### src/rtl/asm18_debug_pkg.sv
// Shared definitions for the asm18 processor debug/wait interface and the
// host-side dump controller that walks it.
package asm18_debug_pkg;

    localparam int DEBUG_ADDR_W  = 4;
    localparam int DEBUG_ADDR_IP = 8;

    typedef enum logic [2:0] {
        ST_IDLE,
        ST_SETTLE,
        ST_SEND,
        ST_HOLD,
        ST_RESUME,
        ST_RELEASE
    } dump_state_t;

    // Read request presented to the processor's debug port.
    typedef struct packed {
        logic                    get_param;
        logic [DEBUG_ADDR_W-1:0] reg_addr;
    } debug_req_t;

endpackage

### src/rtl/debug_dump_controller.sv
// Dumps r0..r(NUM_REGS-1) and ip over a valid/ready stream while the core is
// parked in wait, then issues a one-cycle resume pulse on host request.
module debug_dump_controller
    import asm18_debug_pkg::*;
#(
    parameter int WORD_SIZE     = 18,
    parameter int NUM_REGS      = DEBUG_ADDR_IP,
    parameter int SETTLE_CYCLES = 1
) (
    input  logic                    i_clock,
    input  logic                    i_reset,
    input  logic                    i_wait_for_continue,
    output logic                    o_wait_continue_execution,
    output logic                    o_debug_get_param,
    output logic [DEBUG_ADDR_W-1:0] o_debug_reg_addr,
    input  logic [WORD_SIZE-1:0]    i_debug_data_in,
    output logic                    o_out_valid,
    input  logic                    i_out_ready,
    output logic [WORD_SIZE-1:0]    o_out_data,
    output logic [DEBUG_ADDR_W-1:0] o_out_index,
    output logic                    o_out_last,
    input  logic                    i_continue_req,
    output logic                    o_halted
);

    localparam logic [3:0]              LP_RELOAD   = 4'(SETTLE_CYCLES - 1);
    localparam logic [DEBUG_ADDR_W-1:0] LP_LAST_IDX = DEBUG_ADDR_W'(NUM_REGS);

    dump_state_t             r_state;
    debug_req_t              r_dbg;
    logic [DEBUG_ADDR_W-1:0] r_index;
    logic [3:0]              r_cnt;
    logic                    r_pending;
    logic                    r_wce;
    logic                    r_out_valid;
    logic [WORD_SIZE-1:0]    r_out_data;
    logic [DEBUG_ADDR_W-1:0] r_out_index;
    logic                    r_out_last;
    logic                    r_halted;

    always_ff @(posedge i_clock or negedge i_reset) begin
        if (!i_reset) begin
            r_state     <= ST_IDLE;
            r_dbg       <= '0;
            r_index     <= '0;
            r_cnt       <= '0;
            r_pending   <= 1'b0;
            r_wce       <= 1'b0;
            r_out_valid <= 1'b0;
            r_out_data  <= '0;
            r_out_index <= '0;
            r_out_last  <= 1'b0;
            r_halted    <= 1'b0;
        end else begin
            r_wce <= 1'b0;
            case (r_state)
                ST_IDLE: begin
                    if (i_wait_for_continue) begin
                        r_state <= ST_SETTLE;
                        r_index <= '0;
                        r_cnt   <= LP_RELOAD;
                        r_dbg   <= '{get_param: 1'b1, reg_addr: '0};
                    end
                end
                ST_SETTLE: begin
                    if (i_continue_req) r_pending <= 1'b1;
                    // Core left wait mid-dump: abandon without emitting more words.
                    if (!i_wait_for_continue) begin
                        r_state   <= ST_IDLE;
                        r_dbg     <= '0;
                        r_pending <= 1'b0;
                    end else if (r_cnt == 4'd0) begin
                        r_out_data  <= i_debug_data_in;
                        r_out_index <= r_index;
                        r_out_last  <= (r_index == LP_LAST_IDX);
                        r_out_valid <= 1'b1;
                        r_state     <= ST_SEND;
                    end else begin
                        r_cnt <= r_cnt - 4'd1;
                    end
                end
                ST_SEND: begin
                    if (i_continue_req) r_pending <= 1'b1;
                    if (i_out_ready) begin
                        r_out_valid <= 1'b0;
                        if (!i_wait_for_continue) begin
                            r_state   <= ST_IDLE;
                            r_dbg     <= '0;
                            r_pending <= 1'b0;
                        end else if (r_index == LP_LAST_IDX) begin
                            r_state  <= ST_HOLD;
                            r_dbg    <= '0;
                            r_halted <= 1'b1;
                        end else begin
                            r_index <= r_index + 4'd1;
                            r_dbg   <= '{get_param: 1'b1, reg_addr: r_index + 4'd1};
                            r_cnt   <= LP_RELOAD;
                            r_state <= ST_SETTLE;
                        end
                    end
                end
                ST_HOLD: begin
                    if (i_continue_req || r_pending) begin
                        r_state   <= ST_RESUME;
                        r_halted  <= 1'b0;
                        r_pending <= 1'b0;
                        r_wce     <= 1'b1;
                    end
                end
                ST_RESUME: r_state <= ST_RELEASE;
                ST_RELEASE: begin
                    if (!i_wait_for_continue) r_state <= ST_IDLE;
                end
                default: r_state <= ST_IDLE;
            endcase
        end
    end

    assign o_wait_continue_execution = r_wce;
    assign o_debug_get_param         = r_dbg.get_param;
    assign o_debug_reg_addr          = r_dbg.reg_addr;
    assign o_out_valid               = r_out_valid;
    assign o_out_data                = r_out_data;
    assign o_out_index               = r_out_index;
    assign o_out_last                = r_out_last;
    assign o_halted                  = r_halted;

endmodule

### config.mk
export PLATFORM = sky130hd
export DESIGN_NAME = debug_dump_controller
export DESIGN_NICKNAME = d
export VERILOG_FILES = /design/src/rtl/asm18_debug_pkg.sv /design/src/rtl/debug_dump_controller.sv
export SDC_FILE = /design/constraint.sdc
export NUM_CORES = 1
export LEC_CHECK = 0
export CORE_ASPECT_RATIO = 2
export CORE_MARGIN = 3
export CORE_UTILIZATION = 48
export DETAILED_ROUTE_END_ITERATION = 6
export PLACE_DENSITY = 0.91
export SLEW_MARGIN = 20
export SYNTH_ARGS = -nofsm -noshare
export SYNTH_HDL_FRONTEND = slang
export SYNTH_SLANG_ARGS = --single-unit
export TNS_END_PERCENT = 5
### constraint.sdc
create_clock -name i_clock -period 2.35 [get_ports i_clock]
set_input_delay 0.47 -clock i_clock [delete_from_list [all_inputs] [get_ports i_clock]]
set_output_delay 0.47 -clock i_clock [all_outputs]
set_load 0.02 [all_outputs]
After elaboration in Yosys (flattened, before gate mapping)
Index checks and enable logic that the tools add are counted.
- register bits after elaboration: 43
- bits of input ports: 23
- output and inout bits: 31
- word-level logic and storage cells: 89
- add/sub/neg operators: 2
- eq/ne operators: 18
- multiplexer cells: 41
- reduce and logical (&&, ||, !) cells: 16
- operator list (operator ; number):
    4-bit 2-to-1 mux ; 9
    5-bit 2-to-1 mux ; 5
    2-bit != test, second input constant ; 11
    3-bit 2-to-1 mux ; 6
    3-bit case mux with 6 select lines ; 1
    5-bit case mux with 3 select lines ; 1
    5-bit AND reduction ; 3
    1-bit 2-to-1 mux ; 12
    4-bit case mux with 3 select lines ; 1
    4-bit case mux with 2 select lines ; 1
    4-bit AND reduction ; 2
    7-bit AND reduction ; 1
    3-bit by 2-bit equality test with 1-bit output, second input constant ; 2
    3-bit equality test, second input constant ; 2
    2-bit nonzero test ; 3
    3-bit nonzero test ; 2
    4-bit by 1-bit adder with 4-bit output, second input constant ; 1
    4-bit equality test, second input constant ; 1
    4-bit logical NOT ; 1
    2-bit 2-to-1 mux ; 2
    1-bit case mux with 2 select lines ; 2
    4-bit by 1-bit subtractor with 4-bit output, second input constant ; 1
    3-bit by 1-bit equality test with 1-bit output, second input constant ; 1
    3-bit logical NOT ; 1
    5 further kinds ; 5

Depth between registers and ports, before layout
Gate-level depths: netlist of run 1.
- depth in word-level cells: 5
- depth in mapped cells: 8
- depth with buffers taken out: 6

Worst setup path after synthesis of run 1
Ideal clock, no wire load.
- path type: register to register
- from: register r_cnt[0]
- to: register r_out_data[10], in the netlist o_out_data[10]
- setup time: 0.125 ns
- data arrival time: 1.715 ns
- required time: 2.225 ns
- path slack: 0.510 ns
- cell stages (with the launch flop): 8
- path buffers: 2
- clock period less this slack: 1.840 ns
- path through: dfrtp_1 -> inv_1 -> ha_1 -> nor3b_1 -> or3b_1 -> buf_6 -> buf_6 -> mux2_4
- longest elaborated chain between the ends: 2
- ends and longest elaborated chain (element ; RTL line ; RTL):
    start: declaration ; debug_dump_controller.sv:32 ; logic [3:0] r_cnt;
    start signal: assignment ; debug_dump_controller.sv:79 ; r_cnt <= r_cnt - 4'd1;
    4-bit logical NOT ; debug_dump_controller.sv:72 ; end else if (r_cnt == 4'd0) begin
    3-bit AND reduction (no line) ; n/a ;
    end signal: assignment ; debug_dump_controller.sv:73 ; r_out_data <= i_debug_data_in;
    end: declaration ; debug_dump_controller.sv:36 ; logic [WORD_SIZE-1:0] r_out_data;
No other way between the ends.
A chain may end at the register's enable or synchronous reset.

Worst setup path in the final report of run 1
- from: register r_cnt[0]
- to: register r_out_index[0], in the netlist o_out_index[0]
- longest elaborated chain between the ends: 2
- ends and longest elaborated chain (element ; RTL line ; RTL):
    4-bit logical NOT ; debug_dump_controller.sv:72 ;
    3-bit AND reduction (no line) ; n/a ;
    end signal: assignment ; debug_dump_controller.sv:74 ; r_out_index <= r_index;
    end: declaration ; debug_dump_controller.sv:37 ; logic [DEBUG_ADDR_W-1:0] r_out_index;
No other way between the ends.

==> results of run 1 <==
[Yosys cell counts (2+ instances only)]
cell type / instances
nor3b_1: 3
o21a_1: 2
mux2_4: 13
o21ai_0: 12
nor2b_1: 2
inv_1: 9
nand2b_1: 5
nand2_1: 15
a21o_1: 2
mux2_1: 3
mux2_2: 6
nor3_1: 4
buf_2: 3
buf_6: 3
nor2_1: 6
ha_1: 3
dfrtp_1: 43
[registers in the layout (all words and copies together), names as in the netlist]
register / cells
o_out_data: 18
o_debug_reg_addr: 4
o_out_index: 4
r_cnt: 4
r_index: 4
r_state: 3
o_debug_get_param: 1
o_halted: 1
o_out_last: 1
o_out_valid: 1
o_wait_continue_execution: 1
r_pending: 1
[worst reg2reg max path, cell delays in order, from the launching register on]
cell     delay [ps]
dfrtp_1         410
inv_1            70
ha_1            180
nor3b_1         270
or3b_1          370
buf_4           260
buf_4           200
nand2_1          60
o21ai_0          90
[logic make-up after synthesis]
group / Yosys count / share of synthesized area [%]
simple gates: 45 / 12.1
flops: 43 / 54.3
mux: 23 / 15.5
fa+ha+maj: 3 / 1.89
compound gates: 31 / 11.1
xor+xnor: 2 / 0.883
buf+inv: 16 / 4.35
[final cells by class]
cell class / count / area, µm² / area share [%]
multi-input combinational: 104 / 821 / 30.8
sequential: 43 / 1080 / 40.4
clock buffer: 5 / 68.8 / 2.58
inverter: 9 / 33.8 / 1.27
clock inverter: 3 / 25.0 / 0.939
timing repair buffer: 60 / 578 / 21.7
tap: 51 / 63.8 / 2.39
[power groups by stage]
stage | Sequential, W | Combinational [W] | Clock, W
2_1_floorplan | 0.00138 | 0.000748 | 0
5_1_grt | 0.00121 | 0.00168 | 0.000524
6_report | 0.00117 | 0.00158 | 0.000478
3_5_place_dp | 0.00119 | 0.00158 | 0
4_1_cts | 0.00117 | 0.00159 | 0.000499
3_3_place_gp | 0.00117 | 0.00152 | 0
[per-layer routing]
metal / wire length [µm] / vias to the layer above
li1: - / 693
met1: 1650 / 731
met3: 211 / 8
met4: 121 / 0
met5: 0 / -
met2: 2770 / 41
[cell usage in the layout (no fill, tap or decap), types with 2 or more instances in the layout]
cell type / Yosys / layout
a21o_1: 2 / 2
buf_4: 0 / 7
clkbuf_8: 0 / 5
clkdlybuf4s50_1: 0 / 52
clkinv_4: 0 / 2
dfrtp_1: 43 / 43
ha_1: 3 / 3
inv_1: 9 / 9
mux2_1: 3 / 3
mux2_2: 6 / 6
mux2_4: 13 / 13
nand2_1: 15 / 15
nand2b_1: 5 / 5
nor2_1: 6 / 6
nor2b_1: 2 / 2
nor3_1: 4 / 4
nor3b_1: 3 / 3
o21a_1: 2 / 2
o21ai_0: 12 / 12
[worst max-delay path by stage]
stage | from | slack [ps] | end | depth (start not counted)
2_1_floorplan | r_cnt[0]$_DFFE_PN0P_ | 510 | o_out_data[10]$_DFFE_PN0P_ | 7
3_3_place_gp | i_wait_for_continue | 220 | o_out_data[0]$_DFFE_PN0P_ | 5
3_5_place_dp | i_wait_for_continue | 150 | o_out_index[0]$_DFFE_PN0P_ | 7
4_1_cts | r_cnt[0]$_DFFE_PN0P_ | 320 | o_out_index[0]$_DFFE_PN0P_ | 8
5_1_grt | r_cnt[0]$_DFFE_PN0P_ | 210 | o_out_index[0]$_DFFE_PN0P_ | 7
6_report | r_cnt[0]$_DFFE_PN0P_ | 330 | o_out_index[0]$_DFFE_PN0P_ | 8
[through the flow]
step / setup slack (ps) / power (W) / hold WS [ps] / utilization, % / area, µm²
after detailed placement: 153 / 0.00277 / 409 / 65.6 / 2570
final: 326 / 0.00323 / 64.8 / 68.0 / 2670
after CTS: 323 / 0.00326 / 69.6 / 68.0 / 2670
after floorplan: 510 / 0.00213 / 174 / - / 1980
after global placement: 216 / 0.00270 / 398 / 65.6 / 2570
after global routing: 207 / 0.00342 / 70.2 / 68.0 / 2670
==> key figures, run 1 <==
Run status
  – Status: completed

Route
  – # DRC: 0
  – DRT Pass-1 Iters: 4
  – Via count: 1,473
  – Vias per inst: 5.36
  – Routed wire per std cell: 17.3 µm
  – DRT iter0 DRCs: 45
  – ANT nets after route: 0
  – Routed WL: 4760 µm

Floorplan
  – Placeable core area: 3920 µm²
  – Starting density of the core: 50.5%
  – DIE AREA: 4990 µm²
  – Die Height: 96.9 µm
  – IO Pins: 54
  – Row count: 32
  – Die width: 51.5 µm

Yosys
  – Largest cells by area after synthesis: dfrtp_1 54%, mux2_4 9.8%, mux2_2 3.4%
  – Syn_area_per_cell: 12.2 µm²
  – Sequential area share after synthesis: 54.3%
  – Syn nets: 189
  – Cell variety after synth: 46
  – Ys async rst share: 100%
  – #FFs+latches synth: 43
  – Synthesized cell area: 1980 µm²
  – Synth Instances: 163
  – Cell accounting for the most synthesized area: dfrtp_1
  – Synth Warn #: 0
  – Top FF cell, synth: dfrtp_1
  – Number of synthesized flops with an enable pin: 0
  – Top cell type's share of synthesized area: 54.3%

Setup path
  – R2r startpoint: r_cnt[0]$_DFFE_PN0P_
  – Crit-path max FO: 24
  – RR Endpoint: o_out_index[0]$_DFFE_PN0P_
  – WS Path Type: flip-flop to flip-flop
  – CP max stage delay: 410 ps
  – WP data arrival: 2200 ps
  – Crit path max-delay family: simple AND/OR/NAND/NOR gates
  – CP Buf/Inv Count: 3
  – CP max-delay cell: dfrtp_1
  – Crit. End Element: flip-flop
  – Worst R2R Setup Slack: 330 ps
  – Req. time, crit path: 2530 ps
  – CP startpoint kind: flip-flop
  – Critical path's most frequent cell: buf_4
  – Worst-path cell chain: inv_1 -> ha_1 -> nor3b_1 -> or3b_1 -> buf_4 -> buf_4 -> nand2_1 -> o21ai_0
  – Worst reg-to-reg path cell count: 8

Placed design
  – GPL Wtd Cong: 0.898
  – Post-DP HPWL: 3630 µm
  – Placed cell count: 267
  – Number of buffers added on ports: 53

STA
  – Clock skew: 7.85 ps
  – Slew margin rel.: 69.4%
  – Hold Vio Cnt, Final: 0
  – F_max: 494 MHz
  – Final setup TNS: 0 ps
  – Final setup violation count: 0
  – Worst-Margin Slew: 453 ps
  – Unrepaired setup endpoints after global routing: false
  – Tcrit/Tclk final: 86.1%
  – Final Slew Violations: 0
  – Minimum clock period: 2020 ps

Clock network
  – Clock sink count: 43
  – Worst-Skew Late Latency: 310 ps
  – Setup bufs post-CTS: 0
  – Hold-fix buffers, CTS: 0
  – CTS Buf Count: 5
  – TritonCTS clock tree: built
  – Clock transition at path regs: 90 ps
  – Max Root-Sink Buffers: 2
  – H-tree depth: 2
  – Root Buffer Master: clkbuf_8
  – CTS resizes: 0

Worst hold path
  – HP Class: input port to async pin

Layout
  – Syn-to-layout area delta: 34.4%
  – Ant. Diodes: 0
  – Nets: 249
  – Final-layout fill cell count: 308
  – Final Instance Count excl. Fillers: 275
  – Share of layout cells above drive strength 1: 16.5%

GRT
  – Met1 Use GR: 22.0%
  – Global-route wire length before repair: 7730 µm
  – Vias in the first global route: 1,548
  – GRT met3 Usage: 5.55%
  – Busiest grt layer: met2
  – GR Layer Usage met2: 37.1%
  – GRT Total Usage: 21.0%
  – GRT overflow: 0
  – Largest net degree at the start of global routing: 28
  – Initial antenna violation count: 0

Power
  – Power share of the clock group: 14.8%
  – NetSw: 0.00121 W
  – Pwr dens: 1210 nW/µm²
  – Flop pwr share: 36.3%
  – LEAKAGE: 1.20 nW
  – Switch share: 37.3%
  – Logic pwr share: 48.9%
  – Peak supply drop: 0.000946 V
  – Internal power: 0.00202 W

Job
  – MaxCap Viol Count: 0
(Power assumes the default switching activity.)
==> inputs of run 2 (changes only) <==
- ABC_AREA: unset -> 1
- CORE_UTILIZATION: 48 -> 49
==> run 2 against run 1 <==
Against the previous run:
- final cell count up 32%
- sequential power up 3%
- power up 6.5%
- first-iteration DRC count up 60%
- sequential cell count unchanged
- clock power down 5.0%
- setup slack better by 240 ps
- synthesized cell count up 57%
- critical endpoint is now o_out_data[5]
- largest cell class unchanged
- highest routed layer unchanged
==> key figures, run 2 <==
Yosys
  – Largest cells by area after synthesis: dfrtp_1 51%, nand2_1 19%, nand3_1 4.5%
  – Sequential area share after synthesis: 50.7% (-3.6 points)
  – Cell variety after synth: 22 (-52%)
  – Synth Warn #: 0 (unchanged)
  – Ys async rst share: 100% (unchanged)
  – Top FF cell, synth: dfrtp_1
  – Syn_area_per_cell: 8.29 µm² (-32%)
  – #FFs+latches synth: 43 (unchanged)
  – Cell accounting for the most synthesized area: dfrtp_1
  – Synth Instances: 256 (+57%)
  – Top cell type's share of synthesized area: 50.7% (-3.6 points)
  – Number of synthesized flops with an enable pin: 0 (unchanged)
  – Most frequent cells after synthesis: 108 x nand2_1, 43 x dfrtp_1, 19 x nand3_1, 19 x nor2_1, 18 x inv_1
  – Synthesized cell area: 2120 µm² (+7.0%)
  – Cell with the most instances after synthesis: nand2_1
  – Syn nets: 282 (+49%)

Job
  – MaxCap Viol Count: 0 (unchanged)

Clock network
  – CTS resizes: 0 (unchanged)
  – H-tree depth: 2 (unchanged)
  – Max Root-Sink Buffers: 2 (unchanged)
  – Worst-Skew Late Latency: 300 ps (about the same)
  – Root Buffer Master: clkbuf_8
  – Hold-fix buffers, CTS: 0 (unchanged)
  – TritonCTS clock tree: built
  – Clock sink count: 43 (unchanged)
  – Setup bufs post-CTS: 0 (unchanged)
  – Clock transition at path regs: 80 ps (about the same)
  – CTS Buf Count: 5 (unchanged)

Setup path
  – Crit path max-delay family: buffers and inverters
  – CP max-delay cell: clkdlybuf4s50_1
  – WS Path Type: flip-flop to primary output
  – CP max stage delay: 650 ps (+240 ps)
  – Worst-path cell chain: clkdlybuf4s50_1
  – CP Buf/Inv Count: 1 (-2)
  – Worst reg-to-reg path cell count: 9 (+1)
  – CP startpoint kind: flip-flop
  – Number of cells on the critical path: 1 (-7)
  – Req. time, crit path: 1880 ps (-650 ps)
  – WP data arrival: 1310 ps (-890 ps)
  – Crit. End Element: primary output
  – Crit-path max FO: 2 (-92%)

Route
  – Routed WL: 4890 µm (+2.9%)
  – Vias per inst: 5.10 (-4.9%)
  – # DRC: 0 (unchanged)
  – DRT Pass-1 Iters: 4 (unchanged)
  – DRT iter0 DRCs: 72 (+60%)
  – Via count: 1,850 (+26%)
  – Routed wire per std cell: 13.5 µm (-22%)
  – ANT nets after route: 0 (unchanged)

Floorplan
  – IO Pins: 54 (unchanged)
  – Row count: 33 (+3.1%)
  – Starting density of the core: 51.4% (+0.85 points)
  – DIE AREA: 5200 µm² (+4.4%)
  – Die width: 52.5 µm (+2.1%)
  – Die Height: 99.1 µm (+2.2%)
  – Placeable core area: 4130 µm² (+5.2%)

STA
  – Hold Vio Cnt, Final: 0 (unchanged)
  – Minimum clock period: 1780 ps (-243 ps)
  – Hold slack: 314 ps (+249 ps)
  – Slew margin rel.: 37.2% (-32 points)
  – Final worst slack: 570 ps (+243 ps)
  – Final Slew Violations: 0 (unchanged)
  – Final setup violation count: 0 (unchanged)
  – Unrepaired setup endpoints after global routing: false
  – Worst-Margin Slew: 941 ps (+488 ps)
  – Tcrit/Tclk final: 75.8% (-10 points)
  – Final setup TNS: 0 ps (unchanged)
  – Clock skew: 6.68 ps (-1.18 ps)
  – F_max: 562 MHz (+14%)

Layout
  – Commonest non-fill, non-tap cells in the layout: 108 x nand2_1, 52 x clkdlybuf4s50_1, 43 x dfrtp_1
  – Fin area: 2730 µm² (+2.5%)
  – Ant. Diodes: 0 (unchanged)
  – Most common cell after layout, fill and taps aside: nand2_1
  – Share of layout cells above drive strength 1: 9.65% (-6.9 points)
  – Max reg flops: 18 (unchanged)
  – Nets: 336 (+35%)
  – Syn-to-layout area delta: 28.8%

Worst hold path
  – HP Class: input port to async pin

GRT
  – Largest net degree at the start of global routing: 44 (+57%)
  – GRT overflow: 0 (unchanged)
  – Global-route wire length before repair: 7990 µm (+3.3%)
  – Met1 Use GR: 20.4% (-1.6 points)
  – Vias in the first global route: 1,819 (+18%)
  – Busiest grt layer: met2
  – GRT Total Usage: 20.4% (-0.62 points)
  – GRT met3 Usage: 3.18% (-2.4 points)
  – Initial antenna violation count: 0 (unchanged)
  – GR Layer Usage met2: 38.4% (+1.3 points)

Placed design
  – Post-DP HPWL: 3630 µm (about the same)
  – Number of buffers added on ports: 53 (unchanged)
  – Area post-placement: 2650 µm² (+2.9%)
  – GPL Wtd Cong: 0.871 (-3.0%)
  – Worst slack, placed: 293 ps (+140 ps)

Power
  – Pwr dens: 1260 nW/µm² (+3.9%)
  – Peak supply drop: 0.000628 V (-34%)
  – LEAKAGE: 1.39 nW (+16%)

Run status
  – Status: completed
## run 2: changes by cell type after synthesis, moves of 5 or more
cell      delta
mux2_2       -6
nor2_1      +13
nand2_1     +93
nand3_1     +18
inv_1        +9
nand2b_1     -5
nand2_2      +5
mux2_4      -13
## run 2: worst reg2reg max path, stage by stage, from the launching register on
cell	delay [ps]
dfrtp_1	400
inv_1	100
ha_1	180
inv_1	50
nor2_1	180
nand2_1	130
nor2_2	150
inv_2	200
nand2_1	130
o21ai_0	90
## run 2: cell families (layout without fill, tap and decap cells)
logic type,Yosys count,in the layout,share of synthesized area [%]
adder cells (fa/ha/maj),3,3,1.77
AO/OA/AOI/OAI,17,17,5.54
buffers and inverters,28,83,7.13
XOR/XNOR,1,1,0.413
AND/OR/NAND/NOR,164,164,34.4
flip-flops,43,43,50.7
## run 2: layout make-up
class | instances | area, µm²
well taps | 52 | 65.1
repair buffers | 54 | 533
clock inverters | 2 | 12.5
fillers | 322 | 1400
inverters | 21 | 78.8
multi-input cells | 185 | 895
flip-flops and latches | 43 | 1080
clock buffers | 6 | 72.6
## run 2: per-stage QoR
| step | util [%] | power [W] | instances |
|---|---|---|---|
| floorplan | - | 0.00240 | 256 |
| global placement | 64.1 | 0.00292 | 355 |
| detailed placement | 64.1 | 0.00299 | 355 |
| CTS | 66.2 | 0.00346 | 363 |
| global route | 66.2 | 0.00371 | 363 |
| finish | 66.2 | 0.00344 | 363 |
## run 2: power breakdown
part	total (W)	internal, W	switching (W)
sequential	0.00121	0.000991	0.000217
combinational	0.00178	0.000720	0.00106
clock	0.000454	0.000208	0.000246
## run 2: layer usage
layer | vias to the layer above | wire length, µm
met5 | - | 0
met4 | 0 | 142
li1 | 902 | -
met2 | 60 | 2760
met3 | 14 | 200
met1 | 874 | 1790
## run 2: final timing paths
check                                           start                          to  slack, ps
min in group i_clock       o_out_data[13]$_DFFE_PN0P_  o_out_data[13]$_DFFE_PN0P_        470
max reg2reg                      r_cnt[0]$_DFFE_PN0P_  o_out_index[1]$_DFFE_PN0P_        630
min                                           i_reset       r_pending$_DFFE_PN0P_        310
max in group asynchronous                     i_reset   o_out_data[8]$_DFFE_PN0P_       1450
min reg2reg                o_out_data[13]$_DFFE_PN0P_  o_out_data[13]$_DFFE_PN0P_        470
max                         o_out_data[5]$_DFFE_PN0P_               o_out_data[5]        570
==> inputs of run 3 (changes only) <==
- clock period: 2.35 -> 1.7 ns (I/O delays scaled with it)
==> run 3 against run 2 <==
Against the previous run:
- non-clock buffer count grew 4
- die area did not move
- via count is 3.5% higher
- setup slack worse by 530 ps
- highest routed layer unchanged
- count of clock-buffer cells in the layout unchanged
- register-to-register slack got worse by 510 ps
- hold slack got worse by 220 ps
- combinational power up 44%
- critical path depth unchanged
- largest cell class unchanged
- first-iteration DRC count down 32%
- utilization grew 1.6 points
- final cell count grew 1.1%
==> key figures, run 3 (same netlist as run 2, synthesis figures left out) <==
Run status
  – Status: completed

Worst hold path
  – HP Class: input port to async pin

Route
  – Routed wire per std cell: 14.1 µm (+4.4%)
  – DRT Pass-1 Iters: 4 (unchanged)
  – ANT nets after route: 0 (unchanged)
  – Routed WL: 5160 µm (+5.5%)
  – Vias per inst: 5.22 (+2.3%)
  – Via count: 1,914 (+3.5%)
  – DRT iter0 DRCs: 49 (-32%)
  – # DRC: 0 (unchanged)

Power
  – Power share of the clock group: 12.9% (-0.3 points)
  – Peak supply drop: 0.000906 V (+44%)
  – Internal power: 0.00271 W (+41%)
  – Flop pwr share: 34.4% (-0.7 points)
  – LEAKAGE: 1.42 nW (+1.9%)
  – Switch share: 44.4% (+0.15 points)
  – Logic pwr share: 52.7% (+1.0 points)
  – NetSw: 0.00216 W (+42%)
  – Pwr dens: 1740 nW/µm² (+38%)

Layout
  – Fin area: 2800 µm² (+2.5%)
  – Ant. Diodes: 0 (unchanged)
  – Area occupied by registers: 1080 µm² (unchanged)
  – Post-layout util: 67.8% (+1.6 points)
  – Area of the multi-input gates: 912 µm² (+2.0%)
  – Max reg flops: 18 (unchanged)
  – Most common cell after layout, fill and taps aside: nand2_1
  – Nets: 340 (+1.2%)
  – Final-layout fill cell count: 310 (-3.7%)
  – Syn-to-layout area delta: 32.0%
  – Share of layout cells above drive strength 1: 11.7% (+2.1 points)
  – Commonest non-fill, non-tap cells in the layout: 107 x nand2_1, 52 x clkdlybuf4s50_1, 43 x dfrtp_1

Setup path
  – CP max stage delay: 640 ps (about the same)
  – WS Path Type: flip-flop to primary output
  – CP max-delay cell: clkdlybuf4s50_1
  – Crit. End Element: primary output
  – Crit path max-delay family: buffers and inverters
  – Req. time, crit path: 1360 ps (-520 ps)
  – CP startpoint kind: flip-flop
  – Worst-path cell chain: clkdlybuf4s50_1
  – Crit-path max FO: 3 (+1)
  – CP Buf/Inv Count: 1 (unchanged)
  – WP data arrival: 1320 ps (about the same)

Floorplan
  – Die width: 52.5 µm (unchanged)
  – Die Height: 99.1 µm (unchanged)
  – IO Pins: 54 (unchanged)
  – Placeable core area: 4130 µm² (unchanged)
  – Starting density of the core: 51.4% (unchanged)
  – DIE AREA: 5200 µm² (unchanged)
  – Row count: 33 (unchanged)

STA
  – F_max: 604 MHz
  – Minimum clock period: 1660 ps
  – Hold Vio Cnt, Final: 0 (unchanged)
  – Final setup TNS: 0 ps (unchanged)
  – Slew margin rel.: 64.2% (+27 points)
  – Final Slew Violations: 0 (unchanged)
  – Worst-Margin Slew: 537 ps (-404 ps)
  – Unrepaired setup endpoints after global routing: false
  – Tcrit/Tclk final: 97.4%
  – Final setup violation count: 0 (unchanged)
  – Clock skew: 4.11 ps (-2.57 ps)

Clock network
  – Clock transition at path regs: 80 ps (about the same)
  – Clock sink count: 43 (unchanged)
  – CTS resizes: 0 (unchanged)
  – Max Root-Sink Buffers: 2 (unchanged)
  – Hold-fix buffers, CTS: 0 (unchanged)
  – CTS Buf Count: 5 (unchanged)
  – Worst-Skew Late Latency: 300 ps (about the same)
  – Root Buffer Master: clkbuf_8
  – H-tree depth: 2 (unchanged)
  – Setup bufs post-CTS: 0 (unchanged)
  – TritonCTS clock tree: built

GRT
  – Initial antenna violation count: 0 (unchanged)
  – Global-route wire length before repair: 8200 µm (+2.7%)
  – GRT overflow: 0 (unchanged)
  – Vias in the first global route: 1,886 (+3.7%)
  – GRT Total Usage: 20.8% (+0.44 points)
  – Largest net degree at the start of global routing: 44 (unchanged)

Placed design
  – Post-DP HPWL: 3790 µm (+4.5%)
  – GPL Wtd Cong: 0.839 (-3.8%)
  – Area post-placement: 2680 µm² (+1.1%)
  – Number of buffers added on ports: 53 (unchanged)

Job
  – MaxCap Viol Count: 0 (unchanged)
[run 3: cell type report]
| class | instances | area share (%) |
|---|---|---|
| tap | 52 | 2.32 |
| multi-input combinational | 185 | 32.6 |
| sequential | 43 | 38.4 |
| timing repair buffer | 58 | 20.6 |
| clock inverter | 2 | 0.447 |
| clock buffer | 6 | 2.59 |
| inverter | 21 | 3.08 |
[run 3: power groups by stage]
stage	Combinational (W)	Sequential, W	Clock (W)
5_1_grt	0.00282	0.00171	0.000692
4_1_cts	0.00250	0.00166	0.000643
2_1_floorplan	0.00143	0.00189	0
6_report	0.00256	0.00167	0.000626
3_5_place_dp	0.00248	0.00168	0
3_3_place_gp	0.00239	0.00166	0
[run 3: stage by stage]
stage | cells | total power (W) | hold WS (ps) | setup slack (ps)
floorplan | 256 | 0.00332 | 44.4 | 277
global placement | 359 | 0.00405 | 431 | 49.2
detailed placement | 359 | 0.00416 | 434 | 22.1
CTS | 367 | 0.00480 | 113 | 25.3
global route | 367 | 0.00522 | 144 | 7.40
finish | 367 | 0.00486 | 94.9 | 43.9
[run 3: routing by layer]
metal	wire length, µm	part of all wire (%)	vias up	GRT usage, %
li1	-	-	909	-
met1	1830	36	919	22.2
met2	2940	57	76	37.6
met3	280	5.4	10	4.24
met4	109	2.1	0	8.86
met5	0	0	-	0
[run 3: final timing paths]
kind,endpoint,cells after the start,start,slack (ps)
worst min register to register,o_out_data[5]$_DFFE_PN0P_,2,o_out_data[5]$_DFFE_PN0P_,480
max in group asynchronous,r_cnt[3]$_DFFE_PN0P_,2,i_reset,1230
worst max-delay path,o_out_valid,1,o_out_valid$_DFFE_PN0P_,40
min in group i_clock,o_out_data[5]$_DFFE_PN0P_,2,o_out_data[5]$_DFFE_PN0P_,480
worst max register to register,o_out_data[1]$_DFFE_PN0P_,9,r_cnt[0]$_DFFE_PN0P_,120
worst min-delay path,o_halted$_DFFE_PN0P_,2,i_reset,90
